[config.mk]
export PLATFORM = sky130hd
export DESIGN_NAME = stream_byte_deframer
export DESIGN_NICKNAME = d
export VERILOG_FILES = /design/src/rtl/stream_pkg.sv /design/src/rtl/stream_out_reg.sv /design/src/rtl/stream_byte_deframer.sv
export SDC_FILE = /design/constraint.sdc
export NUM_CORES = 1
export LEC_CHECK = 0
export BUFFER_PORTS_ARGS = -buffer_cell sky130_fd_sc_hd__buf_2
export CORE_AREA = 2 2 96 98
export CTS_CLUSTER_SIZE = 24
export DETAILED_ROUTE_END_ITERATION = 10
export DIE_AREA = 0 0 98 100
export HOLD_SLACK_MARGIN = 0.02
export PLACE_DENSITY_LB_ADDON = 0.05
export SETUP_SLACK_MARGIN = 0.2
export SLEW_MARGIN = 20
export SYNTH_ARGS = -nofsm -noshare
export SYNTH_HDL_FRONTEND = slang
export SYNTH_HIERARCHICAL = 1
export SYNTH_SLANG_ARGS = --single-unit
[constraint.sdc]
create_clock -name clk -period 2.3 [get_ports clk]
set_input_delay 0.23 -clock clk [delete_from_list [all_inputs] [get_ports clk]]
set_output_delay 0.23 -clock clk [all_outputs]
set_load 0.05 [all_outputs]
[src/rtl/stream_pkg.sv]
// stream_pkg: shared states, framing constants and helpers for the stream deframer/framer pair.
package stream_pkg;
   typedef enum logic [1:0] {S_CNT, S_DATA, S_DONE} deframer_state_t;
   localparam int CNT_BYTES = 4;
   function automatic int bytes_per_word(input int width);
      return width / 8;
   endfunction
endpackage

[src/rtl/stream_out_reg.sv]
// stream_out_reg: one-entry output register feeding a din/write/full port.
module stream_out_reg #(
   parameter int WIDTH = 16
) (
   input  logic             clk,
   input  logic             rst,
   input  logic             load,
   input  logic [WIDTH-1:0] load_data,
   input  logic             full,
   output logic [WIDTH-1:0] dout,
   output logic             word_valid,
   output logic             write
);
   logic [WIDTH-1:0] dout_q, dout_d;
   logic word_valid_q, word_valid_d;
   always_comb begin
      write = word_valid_q & ~full;
      dout_d = load ? load_data : dout_q;
      word_valid_d = load | (word_valid_q & full);
   end
   always_ff @(posedge clk) begin
      if (rst) begin
         dout_q <= '0;
         word_valid_q <= 1'b0;
      end else begin
         dout_q <= dout_d;
         word_valid_q <= word_valid_d;
      end
   end
   assign dout = dout_q;
   assign word_valid = word_valid_q;
endmodule

[src/rtl/stream_byte_deframer.sv]
// stream_byte_deframer: host bytes (LE signed count, then MSB-first words) to a kernel din/write/full port.
// Define DEFRAMER_WORD_CNT_EN to add the words_out/bursts_out counters.
module stream_byte_deframer
   import stream_pkg::*;
#(
   parameter int WIDTH = 16,
   parameter int CNT_W = 32
) (
   input  logic             clk,
   input  logic             rst,
   input  logic [7:0]       in_byte,
   input  logic             in_valid,
   output logic             in_ready,
   output logic [WIDTH-1:0] dout,
   output logic             write,
   input  logic             full,
   output logic             active,
   output logic             proto_err
`ifdef DEFRAMER_WORD_CNT_EN
   ,
   output logic [31:0]      words_out,
   output logic [15:0]      bursts_out
`endif
);
   localparam logic [2:0] LAST_W = 3'(bytes_per_word(WIDTH) - 1);
   localparam logic [2:0] LAST_C = 3'(CNT_BYTES - 1);
   deframer_state_t state_q, state_d;
   logic [2:0] byte_idx_q, byte_idx_d;
   logic [CNT_W-9:0] cnt_q, cnt_d;
   logic [CNT_W-1:0] cnt_next, remaining_q, remaining_d;
   logic [WIDTH-1:0] word_q, word_d, word_next;
   logic active_q, active_d, proto_err_q, proto_err_d;
   logic accept, last_byte, load, word_valid;
   always_comb begin
      state_d = state_q;
      byte_idx_d = byte_idx_q;
      remaining_d = remaining_q;
      word_d = word_q;
      load = 1'b0;
      last_byte = byte_idx_q == LAST_W;
      // only the byte that completes a word needs room in the output register
      in_ready = (state_q == S_CNT) | (state_q == S_DATA & (~last_byte | ~word_valid | write));
      accept = in_valid & in_ready;
      cnt_next = {in_byte, cnt_q};
      cnt_d = accept & state_q == S_CNT ? cnt_next[CNT_W-1:8] : cnt_q;
      word_next = (word_q << 8) | WIDTH'(in_byte);
      if (accept & state_q == S_CNT) begin
         byte_idx_d = byte_idx_q + 3'd1;
         if (byte_idx_q == LAST_C) begin
            byte_idx_d = '0;
            remaining_d = cnt_next;
            state_d = cnt_next[CNT_W-1] ? S_DONE : (|cnt_next ? S_DATA : S_CNT);
         end
      end
      if (accept & state_q == S_DATA) begin
         word_d = word_next;
         byte_idx_d = last_byte ? '0 : byte_idx_q + 3'd1;
         if (last_byte) begin
            load = 1'b1;
            remaining_d = remaining_q - CNT_W'(1);
            state_d = remaining_q == CNT_W'(1) ? S_CNT : S_DATA;
         end
      end
      proto_err_d = proto_err_q | (state_q == S_DONE & in_valid);
      // evaluated on next-cycle values so active drops right after the final write
      active_d = ~(state_d == S_DONE & ~(load | (word_valid & full)));
   end
   always_ff @(posedge clk) begin
      if (rst) begin
         state_q <= S_CNT;
         byte_idx_q <= '0;
         cnt_q <= '0;
         remaining_q <= '0;
         word_q <= '0;
         active_q <= 1'b1;
         proto_err_q <= 1'b0;
      end else begin
         state_q <= state_d;
         byte_idx_q <= byte_idx_d;
         cnt_q <= cnt_d;
         remaining_q <= remaining_d;
         word_q <= word_d;
         active_q <= active_d;
         proto_err_q <= proto_err_d;
      end
   end
   stream_out_reg #(.WIDTH(WIDTH)) u_out (
      .clk(clk),
      .rst(rst),
      .load(load),
      .load_data(word_next),
      .full(full),
      .dout(dout),
      .word_valid(word_valid),
      .write(write)
   );
   assign active = active_q;
   assign proto_err = proto_err_q;
`ifdef DEFRAMER_WORD_CNT_EN
   logic [31:0] words_q, words_d;
   logic [15:0] bursts_q, bursts_d;
   logic hdr_pos;
   always_comb begin
      hdr_pos = accept & state_q == S_CNT & byte_idx_q == LAST_C & ~cnt_next[CNT_W-1] & |cnt_next;
      words_d = words_q + 32'(write);
      bursts_d = bursts_q + 16'(hdr_pos);
   end
   always_ff @(posedge clk) begin
      if (rst) begin
         words_q <= '0;
         bursts_q <= '0;
      end else begin
         words_q <= words_d;
         bursts_q <= bursts_d;
      end
   end
   assign words_out = words_q;
   assign bursts_out = bursts_q;
`endif
endmodule

==> results of run 1 <==
power by group:
| group | total (mW) | switching [mW] | internal, mW | leakage, nW |
|---|---|---|---|---|
| sequential | 1.57 | 0.0283 | 1.54 | 0.712 |
| clock | 1.22 | 0.599 | 0.626 | 0.112 |
| combinational | 0.183 | 0.120 | 0.0631 | 0.982 |
timing repair:
item,CTS,global route
setup endpoints to repair,9,16
setup buffers,0,5
gates resized for setup,1,23
pin swaps,1,5
sequential cells by signal (all words and copies together) (netlist names):
signal and flops:
active 1, state_q 2, byte_idx_q 3, cnt_q 24, remaining_q 32, word_q 8, u_out/word_valid 1, u_out/dout 16
proto_err 1
stage by stage:
stage                     hold WS, ps  setup WS, ps
after floorplan                   358           214
after global placement            462           141
after detailed placement          469          89.1
after CTS                         146           192
after global routing              168           173
final                             159           264
layout make-up:
class,count,area (um^2),share of cell area
Timing Repair Buffer,60,389,0.0803
Inverter,8,35.0,0.00723
Multi-Input combinational cell,368,2290,0.473
Clock buffer,9,124,0.0255
Sequential cell,88,1770,0.364
Tap cell,111,139,0.0286
Clock inverter,7,101,0.0209
critical path: cells and delay by family, from the launching register on:
| family | cells | cell delay, ps |
|---|---|---|
| AO/OA/AOI/OAI | 1 | 170 |
| XOR/XNOR | 1 | 160 |
| adder cells (fa/ha/maj) | 1 | 140 |
| buffers and inverters | 2 | 280 |
| flip-flops | 1 | 370 |
| AND/OR/NAND/NOR | 3 | 840 |
final timing paths:
kind	depth (start not counted)	end	slack (ps)	startpoint
max	8	remaining_q[26]$_SDFF_PP0_	260	remaining_q[1]$_SDFF_PP0_
min	3	active$_SDFF_PP1_	160	full
max reg2reg	8	remaining_q[26]$_SDFF_PP0_	260	remaining_q[1]$_SDFF_PP0_
min reg2reg	2	remaining_q[13]$_SDFF_PP0_	480	remaining_q[13]$_SDFF_PP0_
cells by family (layout without fill, tap and decap cells):
family	count (synthesis)	after routing	share of synthesized area
AO/OA/AOI/OAI	118	118	0.184
XOR/XNOR	2	2	0.00425
adder cells (fa/ha/maj)	6	6	0.0182
buffers and inverters	36	84	0.0410
flip-flops	88	88	0.428
multiplexers	24	24	0.0583
AND/OR/NAND/NOR	218	218	0.266
per-layer routing:
| layer | GRT usage | vias to the layer above |
|---|---|---|
| met5 | 0 | - |
| met4 | 0.0865 | 0 |
| met3 | 0.0313 | 12 |
| met2 | 0.375 | 112 |
| met1 | 0.321 | 1828 |
| li1 | - | 1882 |
cell usage in the layout (no fill, tap or decap), types with 6 or more instances in the layout:
cell type / count
sky130_fd_sc_hd__a22oi_1: 8
sky130_fd_sc_hd__dfxtp_1: 87
sky130_fd_sc_hd__a31oi_1: 9
sky130_fd_sc_hd__nand3_1: 7
sky130_fd_sc_hd__o21ai_1: 14
sky130_fd_sc_hd__buf_4: 27
sky130_fd_sc_hd__mux2i_1: 24
sky130_fd_sc_hd__nand2_1: 68
sky130_fd_sc_hd__buf_2: 31
sky130_fd_sc_hd__or3_1: 8
sky130_fd_sc_hd__a21oi_1: 45
sky130_fd_sc_hd__clkbuf_8: 9
sky130_fd_sc_hd__nor2_1: 60
sky130_fd_sc_hd__nor3_1: 14
sky130_fd_sc_hd__a221oi_1: 6
sky130_fd_sc_hd__nor4_1: 17
sky130_fd_sc_hd__nand4_1: 7
==> flow_summary.toml, run 1 <==
[sta]
setup-violations-final = 0
final.setup_skew_ps = 9.83
slew_headroom = 0.600
unrepaired_setup_endpoints_after_global_routing = "yes"
final-hold-violation-count = 0
report.final.slew_viol_count = 0
timing.setup.tns_ps = 0
max_slew.worst_pin.slew_ps = 599
final.period_utilization = 0.885
max_clock_freq_ghz = 0.491
final_critical_period_ps = 2040

[setup_path]
timing.critical_path.required_ps = 2570
setup.worst_path.class = "register to register"
critPathSlowestCell = "sky130_fd_sc_hd__or3b_4"
critical_path.max_stage_delay_ps = 390
end_kind = "register"
cell_chain_critical_path = "inv_4 > ha_4 > or3b_4 > nor4_4 > buf_4 > nand3_4 > xor2_2 > a211oi_2"
critPathMaxFanout = 5
critPathLaunchType = "register"
worstPathArrival_ps = 2310

[place]
io_buffer_count = 31
dpl-instance-area_um2 = 4480
post-dp-hpwl_um = 7840
placer_s_final_routability_congestion_estimate = 0.907
dp.cells = 630

[drt]
vias_per_cell = 5.89
wire_per_inst_um = 17.7
first_iter_violations = 250
wirelength_um = 11500
drcViolationCount = 0
wl_met2_um = 5480
top_layer_used = "met4"
met3_wirelength_um = 611
firstDrtPassIters = 6
route.layer.met1.wl_um = 5270
antenna_violating_nets_post_route = 0
detailroute.via_count = 3834

[floorplan]
floorplan.core_area_um2 = 8890
die_area_um2 = 9800
num_rows = 35
starting_density = 0.463
die-width_um = 98
io_pins = 32
die_y_um = 100

[power_and_ir_drop]
power-per-cell-area_nw_per_um2 = 614
leakagePower_nw = 1.81
post-layout-total-power_mw = 2.98
peakVddDrop_uv = 417

[logic_synthesis]
top_cells_by_instance_count_after_synthesis = "88 x sky130_fd_sc_hd__dfxtp_1, 68 x sky130_fd_sc_hd__nand2_1, 60 x sky130_fd_sc_hd__nor2_1"
synth_seq_cells = 88
synthesis.nets = 510
yosys_warnings = 6
synth_area_um2 = 4120
number_of_distinct_standard_cells_referenced_by_the_synthesized_netlist = 58
synth_cells = 492
synth.yosys.seq_area_share = 0.428
synth.most_common_cell = "sky130_fd_sc_hd__dfxtp_1"
fraction_of_post_synthesis_cell_area_in_the_top_cell_type_by_area = 0.428
most_used_flip_flop_cell_after_synthesis = "sky130_fd_sc_hd__dfxtp_1"
synth_largest_area_cell = "sky130_fd_sc_hd__dfxtp_1"
synth-async-reset-ratio = 0
synth_area_per_cell_um2 = 8.37
synthTopCellsByArea = "sky130_fd_sc_hd__dfxtp_1 43%, sky130_fd_sc_hd__nand2_1 6.2%, sky130_fd_sc_hd__mux2i_1 5.8%"
synth_edf_count = 0

[grt]
grt_antenna_before_repair = 0
grt_max_degree = 30
total_global_routing_overflow = 0
global_route_wire_length_before_repair_um = 18400
vias_in_the_first_global_route = 3527
grt_resource_usage_total = 0.233

[cts]
clkLatencyLatePin_ps = 360
cts_made_buffers = 9
cts_tree = "done"
max-clock-path-buffers = 2
clk_transition_reported_paths_ps = 90
h_tree_depth = 3
clkSinkCount = 88
cts_root_cell = "sky130_fd_sc_hd__clkbuf_8"
ctsHoldBuffers = 0

[job]
max-cap-violations = 0

[cells_and_area]
finalCoreUtilization = 0.545
final_cell_count_no_fill = 651
share_of_post_route_cells_with_drive_strength_above_1 = 0.191
layout.nets = 553
filler_cells_inserted = 858
layout_overhead_on_the_synthesized_area_pct = 17.7
layout.cell_area.non_filler_um2 = 4850
antenna-diode-count = 0

[hold_path]
hold_path_class = "input port to register"

[run_status]
run_status = "complete, no violations"
(Power assumes the default switching activity.)
==> inputs of run 2 (changes only) <==
- clock period: 2.3 -> 2.55 ns (I/O delays scaled with it)
==> flow_summary.toml, run 2 (synthesized netlist as in run 1, its figures left out) <==
[cts]
cts_made_buffers = 9
cts_tree = "done"
clkLatencyLatePin_ps = 370
clk_transition_reported_paths_ps = 90
h_tree_depth = 3
max-clock-path-buffers = 2
ctsHoldBuffers = 0
clkSinkCount = 88
cts_root_cell = "sky130_fd_sc_hd__clkbuf_8"

[cells_and_area]
filler_cells_inserted = 892
layout_overhead_on_the_synthesized_area_pct = 14.0
share_of_post_route_cells_with_drive_strength_above_1 = 0.147
finalCoreUtilization = 0.529
most_frequent_standard_cell_in_the_layout_excluding_fill_and_tap_cells = "sky130_fd_sc_hd__dfxtp_1"
most-common-layout-cells = "88 x sky130_fd_sc_hd__dfxtp_1, 68 x sky130_fd_sc_hd__nand2_1, 60 x sky130_fd_sc_hd__nor2_1"
largest_register_ff_count = 32
multi_input_area_um2 = 2190
sequential_cell_area_um2 = 1760
max_flop_register = "remaining_q"
antenna-diode-count = 0
layout.nets = 544

[grt]
grt_max_degree = 46
global_route_wire_length_before_repair_um = 18600
total_global_routing_overflow = 0
grt_resource_usage_total = 0.241
grt_antenna_before_repair = 0
vias_in_the_first_global_route = 3536

[place]
io_buffer_count = 31
post-dp-hpwl_um = 7800
placer_s_final_routability_congestion_estimate = 0.827

[hold_path]
hold_path_class = "input port to register"
hold-path-cell-count = 3
hold_path_end = "active$_SDFF_PP1_"
hold_path.startpoint = "full"

[setup_path]
critical_path.reg2reg.startpoint = "remaining_q[0]$_SDFF_PP0_"
rr_endpoint = "remaining_q[26]$_SDFF_PP0_"
timing.critical_path.required_ps = 2840
reg2regPathDepth = 8
worstPathArrival_ps = 2510
end_kind = "register"
timing.reg2reg.setup_slack_ps = 330
setup.worst_path.class = "register to register"
critPathLaunchType = "register"
critPathMaxFanout = 7

[power_and_ir_drop]
clkPwrFrac = 0.431
leakagePower_nw = 1.74
peakVddDrop_uv = 288
power-per-cell-area_nw_per_um2 = 590
power.switching_fraction = 0.240
power_report.internal_total_mw = 2.11
seqPwrFrac = 0.511
netSwitchingPower_mw = 0.666
combinationalPowerShare = 0.058

[drt]
antenna_violating_nets_post_route = 0
wirelength_um = 11400
drcViolationCount = 0
detailroute.via_count = 3850
wire_per_inst_um = 17.8
first_iter_violations = 286
vias_per_cell = 6.00
firstDrtPassIters = 6

[sta]
timing.setup.tns_ps = 0
max_slew.worst_pin.slew_ps = 607
setup-violations-final = 0
max_clock_freq_ghz = 0.450
unrepaired_setup_endpoints_after_global_routing = "no"
final-hold-violation-count = 0
final.setup_skew_ps = 7.12
report.final.slew_viol_count = 0
final.period_utilization = 0.871
final_critical_period_ps = 2220
slew_headroom = 0.595

[floorplan]
die_area_um2 = 9800
starting_density = 0.463
floorplan.core_area_um2 = 8890
die-width_um = 98
num_rows = 35
die_y_um = 100
io_pins = 32

[run_status]
run_status = "complete, no violations"

[job]
max-cap-violations = 0
## run 2: area by class of cell
| cell class | count | area share |
|---|---|---|
| Clock buffer | 10 | 0.0272 |
| Clock inverter | 6 | 0.0245 |
| Inverter | 8 | 0.00639 |
| Multi-Input combinational cell | 368 | 0.467 |
| Sequential cell | 88 | 0.375 |
| Tap cell | 111 | 0.0296 |
| Timing Repair Buffer | 51 | 0.0703 |
## run 2: worst max path at each step
stage	endpoint	depth (start not counted)	slack [ps]	startpoint
finish	remaining_q[26]$_SDFF_PP0_	8	330	remaining_q[0]$_SDFF_PP0_
global route	remaining_q[27]$_SDFF_PP0_	5	210	remaining_q[9]$_SDFF_PP0_
CTS	remaining_q[26]$_SDFF_PP0_	8	250	remaining_q[1]$_SDFF_PP0_
detailed placement	remaining_q[20]$_SDFF_PP0_	7	140	remaining_q[1]$_SDFF_PP0_
global placement	remaining_q[22]$_SDFF_PP0_	7	220	remaining_q[0]$_SDFF_PP0_
floorplan	u_out/dout[10]$_SDFFE_PP0P_	9	220	u_out/word_valid$_SDFF_PP0_
## run 2: worst max-delay path: stages, from the launching register on
cell	delay [ps]
sky130_fd_sc_hd__dfxtp_1	390
sky130_fd_sc_hd__inv_1	80
sky130_fd_sc_hd__ha_1	190
sky130_fd_sc_hd__or3b_4	440
sky130_fd_sc_hd__nor4_4	400
sky130_fd_sc_hd__buf_4	200
sky130_fd_sc_hd__nand3_1	90
sky130_fd_sc_hd__xor2_1	160
sky130_fd_sc_hd__a211oi_2	200
## run 2: power groups by stage
stage / combinational (mW) / clock (mW) / sequential, mW
6_report: 0.160 / 1.19 / 1.42
5_1_grt: 0.179 / 1.27 / 1.42
4_1_cts: 0.161 / 1.22 / 1.42
3_5_place_dp: 0.159 / 0 / 1.45
3_3_place_gp: 0.156 / 0 / 1.45
2_1_floorplan: 0.100 / 0 / 1.44
## run 2: per-layer routing
layer,GRT usage,part of all wire,routed length [um]
met4,0.0759,0.016,179
met1,0.340,0.47,5370
met2,0.380,0.46,5290
met3,0.0397,0.052,590
met5,0,0,0
## run 2: what timing repair did
action | 4_1_cts | 5_1_grt
resized for setup | 0 | 1
buffers inserted | 1 | 1
pin swaps | 1 | 1
setup endpoints to repair | 2 | 5
## run 2: metrics by stage
| step | setup slack (ps) | instance area (um^2) | power [mW] | instances | hold WS, ps |
|---|---|---|---|---|---|
| floorplan | 224 | 4120 | 1.54 | 492 | 383 |
| global placement | 218 | 4440 | 1.61 | 624 | 456 |
| detailed placement | 138 | 4440 | 1.61 | 624 | 463 |
| CTS | 249 | 4690 | 2.80 | 641 | 148 |
| global route | 214 | 4700 | 2.87 | 642 | 176 |
| finish | 329 | 4700 | 2.77 | 642 | 154 |
